`config.mk`:
```
export PLATFORM = sky130hd
export DESIGN_NAME = eps_integrator
export DESIGN_NICKNAME = d
export VERILOG_FILES = /design/src/rtl/snn_cost_pkg.sv /design/src/rtl/eps_lane.sv /design/src/rtl/eps_integrator.sv
export SDC_FILE = /design/constraint.sdc
export NUM_CORES = 1
export LEC_CHECK = 0
export ABC_AREA = 0
export CAP_MARGIN = 20
export CORE_ASPECT_RATIO = 1.2
export CORE_MARGIN = 2
export CORE_UTILIZATION = 60
export CTS_BUF_LIST = sky130_fd_sc_hd__clkbuf_4
export CTS_CLUSTER_DIAMETER = 120
export DETAILED_ROUTE_END_ITERATION = 10
export GPL_TIMING_DRIVEN = 1
export HOLD_SLACK_MARGIN = 0.15
export PLACE_DENSITY = 0.83
export SLEW_MARGIN = 0
export SYNTH_ARGS = -nofsm -noshare
export SYNTH_HDL_FRONTEND = slang
export SYNTH_SLANG_ARGS = --single-unit
```
`constraint.sdc`:
```
create_clock -name CLK -period 3 [get_ports CLK]
set_clock_uncertainty 0.15 [all_clocks]
set_input_delay 0.6 -clock CLK [delete_from_list [all_inputs] [get_ports CLK]]
set_output_delay 0.6 -clock CLK [all_outputs]
set_load 0.05 [all_outputs]
```
`src/rtl/snn_cost_pkg.sv`:
```
// rtl/snn_cost_pkg.sv - shared defaults and output-side state type for the cost/error path
package snn_cost_pkg;

  localparam int DEF_N_OUT      = 5;
  localparam int DEF_ACC_W      = 10;
  localparam int DEF_WINDOW_MAX = 255;

  typedef enum logic {
    EMPTY = 1'b0,
    FULL  = 1'b1
  } out_state_t;

endpackage

```
`src/rtl/eps_lane.sv`:
```
// rtl/eps_lane.sv - one saturating up/down error accumulator with reload and abs/sign view
module eps_lane #(
  parameter int ACC_W = 10
) (
  input  logic             CLK,
  input  logic             INIT,
  input  logic             eps,
  input  logic             sign,
  input  logic             reload,
  output logic [ACC_W-1:0] mag,
  output logic             neg
);

  // Symmetric limits: the most negative code is never produced, so |acc| fits ACC_W-1 bits.
  localparam logic [ACC_W-1:0] ACC_ONE = {{(ACC_W-1){1'b0}}, 1'b1};
  localparam logic [ACC_W-1:0] ACC_MAX = {1'b0, {(ACC_W-1){1'b1}}};
  localparam logic [ACC_W-1:0] ACC_MIN = {1'b1, {(ACC_W-2){1'b0}}, 1'b1};

  logic [ACC_W-1:0] acc;
  logic [ACC_W-1:0] acc_nxt;

  always_comb begin
    acc_nxt = acc;
    if (reload) begin
      if (eps) acc_nxt = sign ? {ACC_W{1'b1}} : ACC_ONE;
      else     acc_nxt = '0;
    end else if (eps) begin
      if (sign) begin
        if (acc != ACC_MIN) acc_nxt = acc - ACC_ONE;
      end else begin
        if (acc != ACC_MAX) acc_nxt = acc + ACC_ONE;
      end
    end
  end

  always_ff @(posedge CLK) begin
    if (INIT) acc <= '0;
    else      acc <= acc_nxt;
  end

  assign neg = acc[ACC_W-1];
  assign mag = neg ? (~acc + ACC_ONE) : acc;

endmodule

```
`src/rtl/eps_integrator.sv`:
```
// rtl/eps_integrator.sv - windowed per-lane error integration with valid/ready result hand-off
module eps_integrator
  import snn_cost_pkg::*;
#(
  parameter int N_OUT      = DEF_N_OUT,
  parameter int ACC_W      = DEF_ACC_W,
  parameter int WINDOW_MAX = DEF_WINDOW_MAX
) (
  input  logic                   CLK,
  input  logic                   INIT,
  input  logic                   CLK_TRAINING_flag,
  input  logic [N_OUT-1:0]       eps,
  input  logic [N_OUT-1:0]       SIGN_L3,
  output logic [N_OUT*ACC_W-1:0] err_mag,
  output logic [N_OUT-1:0]       err_sign,
  output logic                   err_valid,
  input  logic                   err_ready,
  output logic                   overrun
);

  localparam int SMP_W = (WINDOW_MAX < 2) ? 1 : $clog2(WINDOW_MAX + 1);
  localparam logic [SMP_W-1:0] SMP_LAST = SMP_W'(WINDOW_MAX);
  localparam logic [SMP_W-1:0] SMP_ONE  = SMP_W'(1);

  out_state_t state;
  out_state_t state_nxt;

  logic                   flag_d;
  logic [SMP_W-1:0]       smp;
  logic                   flag_edge;
  logic                   close;
  logic                   handshake;
  logic                   take;
  logic                   ovr_set;
  logic [N_OUT*ACC_W-1:0] lane_mag;
  logic [N_OUT-1:0]       lane_neg;

  assign err_valid = (state == FULL);
  assign handshake = err_valid & err_ready;
  assign flag_edge = CLK_TRAINING_flag & ~flag_d;
  assign close     = flag_edge | (smp == SMP_LAST);

  // The sample seen in the closing cycle seeds the next window via reload.
  for (genvar i = 0; i < N_OUT; i++) begin : g_lane
    eps_lane #(
      .ACC_W (ACC_W)
    ) u_lane (
      .CLK    (CLK),
      .INIT   (INIT),
      .eps    (eps[i]),
      .sign   (SIGN_L3[i]),
      .reload (close),
      .mag    (lane_mag[i*ACC_W +: ACC_W]),
      .neg    (lane_neg[i])
    );
  end

  always_comb begin
    state_nxt = state;
    take      = 1'b0;
    ovr_set   = 1'b0;
    case (state)
      EMPTY: begin
        if (close) begin
          state_nxt = FULL;
          take      = 1'b1;
        end
      end
      FULL: begin
        if (close) begin
          state_nxt = FULL;
          if (handshake) take    = 1'b1;
          else           ovr_set = 1'b1;
        end else if (handshake) begin
          state_nxt = EMPTY;
        end
      end
    endcase
  end

  always_ff @(posedge CLK) begin
    if (INIT) begin
      state    <= EMPTY;
      flag_d   <= 1'b0;
      smp      <= '0;
      err_mag  <= '0;
      err_sign <= '0;
      overrun  <= 1'b0;
    end else begin
      state  <= state_nxt;
      flag_d <= CLK_TRAINING_flag;
      smp    <= close ? SMP_ONE : smp + SMP_ONE;
      if (take) begin
        err_mag  <= lane_mag;
        err_sign <= lane_neg;
      end
      if (ovr_set) overrun <= 1'b1;
    end
  end

endmodule

```
==> metrics.csv, run 1 <==
stage,metric,value,unit
synthesis,Synth Warn #,0,
timing,Setup-failing EPs final,0,
cells_and_area,final core occ,72.2,%
detailed_routing,Initial DRC Count,438,
power,total power,4.42,mW
flow_run,Max Cap Viol,0,
power,Static Leak,3.51,nW
synthesis,"count leader, synth",dfxtp_1,
floorplan,die area,13300,sq um
placement,DP Wirelength,12900,um
timing,Final Cycle Share,93.0,%
grt,initial antenna violation count,1,
floorplan,Die W,106,um
cells_and_area,multi-input logic area,4820,sq um
synthesis,Synth Flop Type,dfxtp_1,
synthesis,Netlist Area Pre-Place,7460,sq um
detailed_routing,Routed WL,18200,um
timing,RSZ-0062 raised after global routing,no,
power,Max VDD drop,0.000292,V
clock_network,htree depth,4,
critical_path,Buffers & Inverters on Critical Path,0,
placement,Final Wtd Congestion,0.916,
grt,total grt overflow,0,
placement,Buffers on Ports,70,
critical_path,Critical Path Fanout Max,18,
detailed_routing,vias per cell,6.06,
floorplan,row count,44,
floorplan,area of the core,12100,sq um
cells_and_area,final instance area,8740,sq um
floorplan,DIE HEIGHT,126,um
clock_network,post-CTS sizing,0,
synthesis,Yosys top cell area share,31.1,%
worst_hold_path,Hold Path Class,flop to flop,
critical_path,Worst path max stage delay,0.94,ns
clock_network,clk_lat worst skew,0.56,ns
cells_and_area,layout cell share with drive strength beyond 1,9.05,%
timing,maximum clock frequency,359,MHz
detailed_routing,DRC viols,0,
critical_path,most used cell along the critical path,a31oi_2,
critical_path,WP data required,3.25,ns
timing,Worst slew margin,30.0,%
cells_and_area,Register Area,2320,sq um
critical_path,"delay-heaviest family, CP",compound AO/OA/AOI/OAI gates,
timing,fin. max-slew vios,0,
critical_path,Crit-path slowest cell,o31ai_4,
critical_path,crit path kind,flop to flop,
critical_path,Worst setup SP type,flop,
grt,largest net degree at the start of global routing,49,
detailed_routing,drt first pass iters,8,
timing,Worst-Margin Slew,1.05,ns
timing,Final Hold Viols,0,
critical_path,Worst EP arrival,3.04,ns
grt,vias in the first global route,6461,
timing,Tmin final,2.79,ns
clock_network,postcts setup bufs,0,
detailed_routing,drt wl/cell,15.9,um
synthesis,Syn Inst Count,885,
cells_and_area,# fillers,944,
grt,GRT Resource Usage Total,27.6,%
synthesis,Mapped Avg Cell Area,8.43,sq um
synthesis,Netlist cell types,57,
synthesis,leading area contributor after synthesis,dfxtp_1,
clock_network,Root Driver,clkbuf_4,
detailed_routing,ANT nets after route,0,
outcome,outcome,"finished, final reports clean",
floorplan,Starting Density,61.6,%
clock_network,CTS tree,built,
clock_network,CTS max path bufs,2,
detailed_routing,Vias,6935,
critical_path,capturing element type of the critical path,flop,
power,power per cell area,505,nW/um^2
timing,setup TNS,0,ns
synthesis,Synthesized Nets,960,
synthesis,Area contributors post-synth,"dfxtp_1, ha_1, nand2_1",
cells_and_area,final net count,1049,
synthesis,Seq cells post-synth,116,
clock_network,clock-pin transition on the worst setup and hold timing paths,0.10,ns
synthesis,Synth top cells by count,"dfxtp_1, nand2_1, a21oi_1",
clock_network,CTS Hold Bufs,0,
synthesis,register area share after synthesis,31.1,%
placement,placed cell area,8530,sq um
clock_network,Sink Count,116,
clock_network,total CTS buffers,17,
floorplan,io pins,71,
critical_path,CP Cell Sequence,ha_1 -> nand3_2 -> o31ai_4 -> a31oi_2 -> a31oi_2 -> a221oi_1,
cells_and_area,area grow syn2layout,17.2,%
synthesis,"EDFF count, synth",0,
synthesis,asr flop ratio synth,0,%
grt,first-pass GRT wire length,30100,um
path summary, 6_finish.rpt:
| check | from | endpoint | slack, ns | cells after the start |
|---|---|---|---|---|
| worst max-delay path | smp[0] | g_lane[1].u_lane.acc[9] | 0.21 | 6 |
| worst min-delay path | err_mag[49] | err_mag[49] | 0.31 | 2 |
| worst max register to register | smp[0] | g_lane[1].u_lane.acc[9] | 0.21 | 6 |
| worst min register to register | err_mag[49] | err_mag[49] | 0.31 | 2 |
layout make-up:
class	instances	share of cell area, %
antenna	1	0.0286
clock buffer	18	1.55
clock inverter	10	0.802
inverter	43	1.85
multi-input combinational	685	55.1
sequential	116	26.6
tap	161	2.30
timing repair buffer	111	11.8
worst register-to-register path: cells and delay by family (launching register included):
kind | cells | cell delay, ns
simple gates | 1 | 0.16
compound gates | 4 | 1.72
flops | 1 | 0.39
fa+ha+maj | 1 | 0.22
power breakdown:
part / total (mW) / internal [mW] / switching (mW) / leakage (nW)
sequential: 1.87 / 1.68 / 0.192 / 0.956
combinational: 1.60 / 0.675 / 0.924 / 2.43
clock: 0.948 / 0.382 / 0.567 / 0.123
state kept, by name (all words and copies together) (netlist names):
register / cells
flag_d: 1
err_valid: 1
smp: 8
err_mag: 50
overrun: 1
err_sign: 5
g_lane.u_lane.acc: 50
cells by family after synthesis:
logic type,after synthesis,synth area share (%)
mux,31,4.21
xor+xnor,66,7.75
simple gates,286,19.0
flops,116,31.1
compound gates,241,22.6
buf+inv,84,4.51
fa+ha+maj,61,10.7
layout by cell type (no fill, tap or decap), drive strengths merged, types with 7 or more instances in the layout:
master         count
a211oi            32
clkdlybuf4s50     69
xnor2             28
and3               8
nand3             24
nand4              8
nor3              12
buf               42
ha                56
nand2b             9
a221oi            18
clkbuf            18
or4               10
and2              12
nand2             90
o21ai             17
xor2              38
dfxtp            116
a311oi             7
nor2              66
o31ai             22
o2111ai           14
a21oi             67
a21o              12
o211ai             7
a31oi             19
mux2i             28
inv               43
or3               13
clkinv             9
nand4b             8
through the flow:
| step | setup WS [ns] | instances | hold slack [ns] |
|---|---|---|---|
| finish | 0.211 | 1145 | 0.307 |
| global route | 0.0785 | 1145 | 0.332 |
| detailed placement | -0.0289 | 1116 | 0.296 |
| floorplan | 0.625 | 885 | 0.297 |
| CTS | 0.228 | 1144 | 0.310 |
| global placement | 0.0116 | 1116 | 0.288 |
layer usage:
layer | vias to the layer above | track usage (%) | routed length (um)
li1 | 3442 | - | -
met1 | 3296 | 33.8 | 8040
met2 | 163 | 47.5 | 9000
met3 | 34 | 6.26 | 810
met4 | 0 | 9.52 | 351
met5 | - | 0 | 0
Note: power is estimated with default switching activity, not from simulation.
==> inputs of run 2 (changes only) <==
- REMOVE_ABC_BUFFERS: unset -> 1
- TNS_END_PERCENT: unset -> 10
==> run 2 against run 1 <==
Net effect:
- total power rose by 11%
- wire length grew 0.30%
- cell count increased by 1.4%
- worst setup slack improved by 0.21 ns
- final area up 3.0%
- critical path depth is 2 higher
==> metrics.csv, run 2 (same netlist as run 1, synthesis figures left out) <==
stage,metric,value,unit
outcome,outcome,"finished, final reports clean",
clock_network,post-CTS sizing,0,
cells_and_area,largest registers,"err_mag (50), g_lane.u_lane.acc (50), smp (8)",
critical_path,Worst setup SP type,input pin,
clock_network,Sink Count,116,
cells_and_area,area grow syn2layout,20.7,%
grt,first-pass GRT wire length,30300,um
timing,Tmin final,2.58,ns
timing,RSZ-0062 raised after global routing,no,
floorplan,area of the core,12100,sq um
cells_and_area,# fillers,929,
timing,hold_ws,0.252,ns
detailed_routing,Initial DRC Count,442,
critical_path,Critical Path Fanout Max,13,
detailed_routing,vias per cell,6.02,
grt,largest net degree at the start of global routing,44,
cells_and_area,final net count,1061,
floorplan,DIE HEIGHT,126,um
timing,Worst slew margin,37.9,%
critical_path,WP data required,3.25,ns
placement,DP Wirelength,13000,um
critical_path,crit path kind,input pin to flop,
grt,GRT Resource Usage Total,27.6,%
power,power per cell area,544,nW/um^2
critical_path,reg2reg setup slack,0.50,ns
grt,GR Util met3,5.43,%
timing,setup TNS,0,ns
worst_hold_path,Hold Path Class,input pin to flop,
floorplan,Starting Density,61.6,%
floorplan,row count,44,
detailed_routing,drt wl/cell,15.7,um
clock_network,clock-pin transition on the worst setup and hold timing paths,0.10,ns
placement,Final Wtd Congestion,0.871,
detailed_routing,DRC viols,0,
power,Static Leak,3.64,nW
cells_and_area,final cell count without fillers,1161,
floorplan,io pins,71,
cells_and_area,layout cell share with drive strength beyond 1,10.6,%
clock_network,CTS Hold Bufs,0,
grt,Global Route met1 Usage,33.4,%
detailed_routing,Routed WL,18300,um
clock_network,postcts setup bufs,0,
timing,Worst-Margin Slew,0.928,ns
timing,fin. max-slew vios,0,
clock_network,CTS max path bufs,2,
clock_network,total CTS buffers,17,
flow_run,Max Cap Viol,0,
floorplan,die area,13300,sq um
placement,Buffers on Ports,70,
clock_network,CTS tree,built,
floorplan,Die W,106,um
cells_and_area,"most common cell after layout, fill and taps aside",dfxtp_1,
detailed_routing,Vias,6987,
timing,Setup-failing EPs final,0,
grt,met2 Resource Use GR,47.9,%
critical_path,CP Cell Sequence,clkdlybuf4s50_1 -> buf_12 -> fa_1 -> a211oi_1 -> o21ai_0 -> a41oi_1 -> mux2i_1 -> a221oi_1,
critical_path,Worst EP arrival,2.83,ns
clock_network,htree depth,4,
critical_path,Crit-path slowest cell,clkdlybuf4s50_1,
detailed_routing,ANT nets after route,0,
critical_path,Worst path max stage delay,0.45,ns
critical_path,capturing element type of the critical path,flop,
detailed_routing,drt first pass iters,5,
grt,global route hottest layer,met2,
cells_and_area,most frequent cells in the layout,"dfxtp_1, nand2_1, clkdlybuf4s50_1, a21oi_1, nor2_1",
grt,vias in the first global route,6551,
power,Max VDD drop,0.000343,V
clock_network,Root Driver,clkbuf_4,
timing,Final Hold Viols,0,
timing,Final Cycle Share,86.0,%
grt,total grt overflow,0,
timing,maximum clock frequency,388,MHz
placement,Cells after DPL,1122,
grt,initial antenna violation count,1,
clock_network,clk_lat worst skew,0.55,ns
-- run 2: changes by cell type in the layout (fill, tap and decap cells not counted), sizes merged --
| cell | previous run | this run |
|---|---|---|
| buf | 42 | 54 |
| bufinv | 1 | 6 |
| clkbuf | 18 | 19 |
| clkinv | 9 | 7 |
-- run 2: critical path, delay by kind of cell --
kind / cells / cell delay [ns]
AO/OA/AOI/OAI: 4 / 0.95
multiplexers: 1 / 0.21
buffers and inverters: 2 / 0.62
adder cells (fa/ha/maj): 1 / 0.45
-- run 2: cell type report --
type                            instances  area (sq um)  share of cell area (%)
Multi-Input combinational cell        685          4820                    53.5
Clock buffer                           19           143                    1.58
Antenna cell                            1          2.50                  0.0278
Sequential cell                       116          2320                    25.8
Clock inverter                         13           211                    2.35
Timing Repair Buffer                  123          1140                    12.7
Inverter                               43           161                    1.79
Tap cell                              161           201                    2.24
-- run 2: final timing paths --
check	to	from	depth (start not counted)
setup reg to reg	g_lane[2].u_lane.acc[0]	g_lane[2].u_lane.acc[1]	7
hold reg to reg	err_mag[8]	err_mag[8]	2
setup / recovery	g_lane[0].u_lane.acc[8]	SIGN_L3[0]	8
hold / removal	g_lane[3].u_lane.acc[0]	INIT	2
-- run 2: power breakdown --
| group | internal, mW | switching (mW) |
|---|---|---|
| Clock | 0.833 | 0.590 |
| Combinational | 0.687 | 0.923 |
| Sequential | 1.68 | 0.190 |
-- run 2: through the flow --
stage               total power, mW  setup slack [ns]  cell area (sq um)  utilization [%]
floorplan                      2.98             -1.77               7280                -
global placement               3.43            0.0179               8600             71.0
detailed placement             3.48           -0.0811               8600             71.0
CTS                            4.90            0.0673               8950             73.9
global route                   5.17             0.305               9000             74.3
finish                         4.90             0.420               9000             74.3
-- run 2: per-layer routing --
layer / vias up / share of wire [%] / wire length [um]
met3: 34 / 4.5 / 818
met1: 3270 / 43 / 7850
met2: 198 / 51 / 9250
met5: - / 0 / 0
li1: 3485 / - / -
met4: 0 / 1.9 / 338
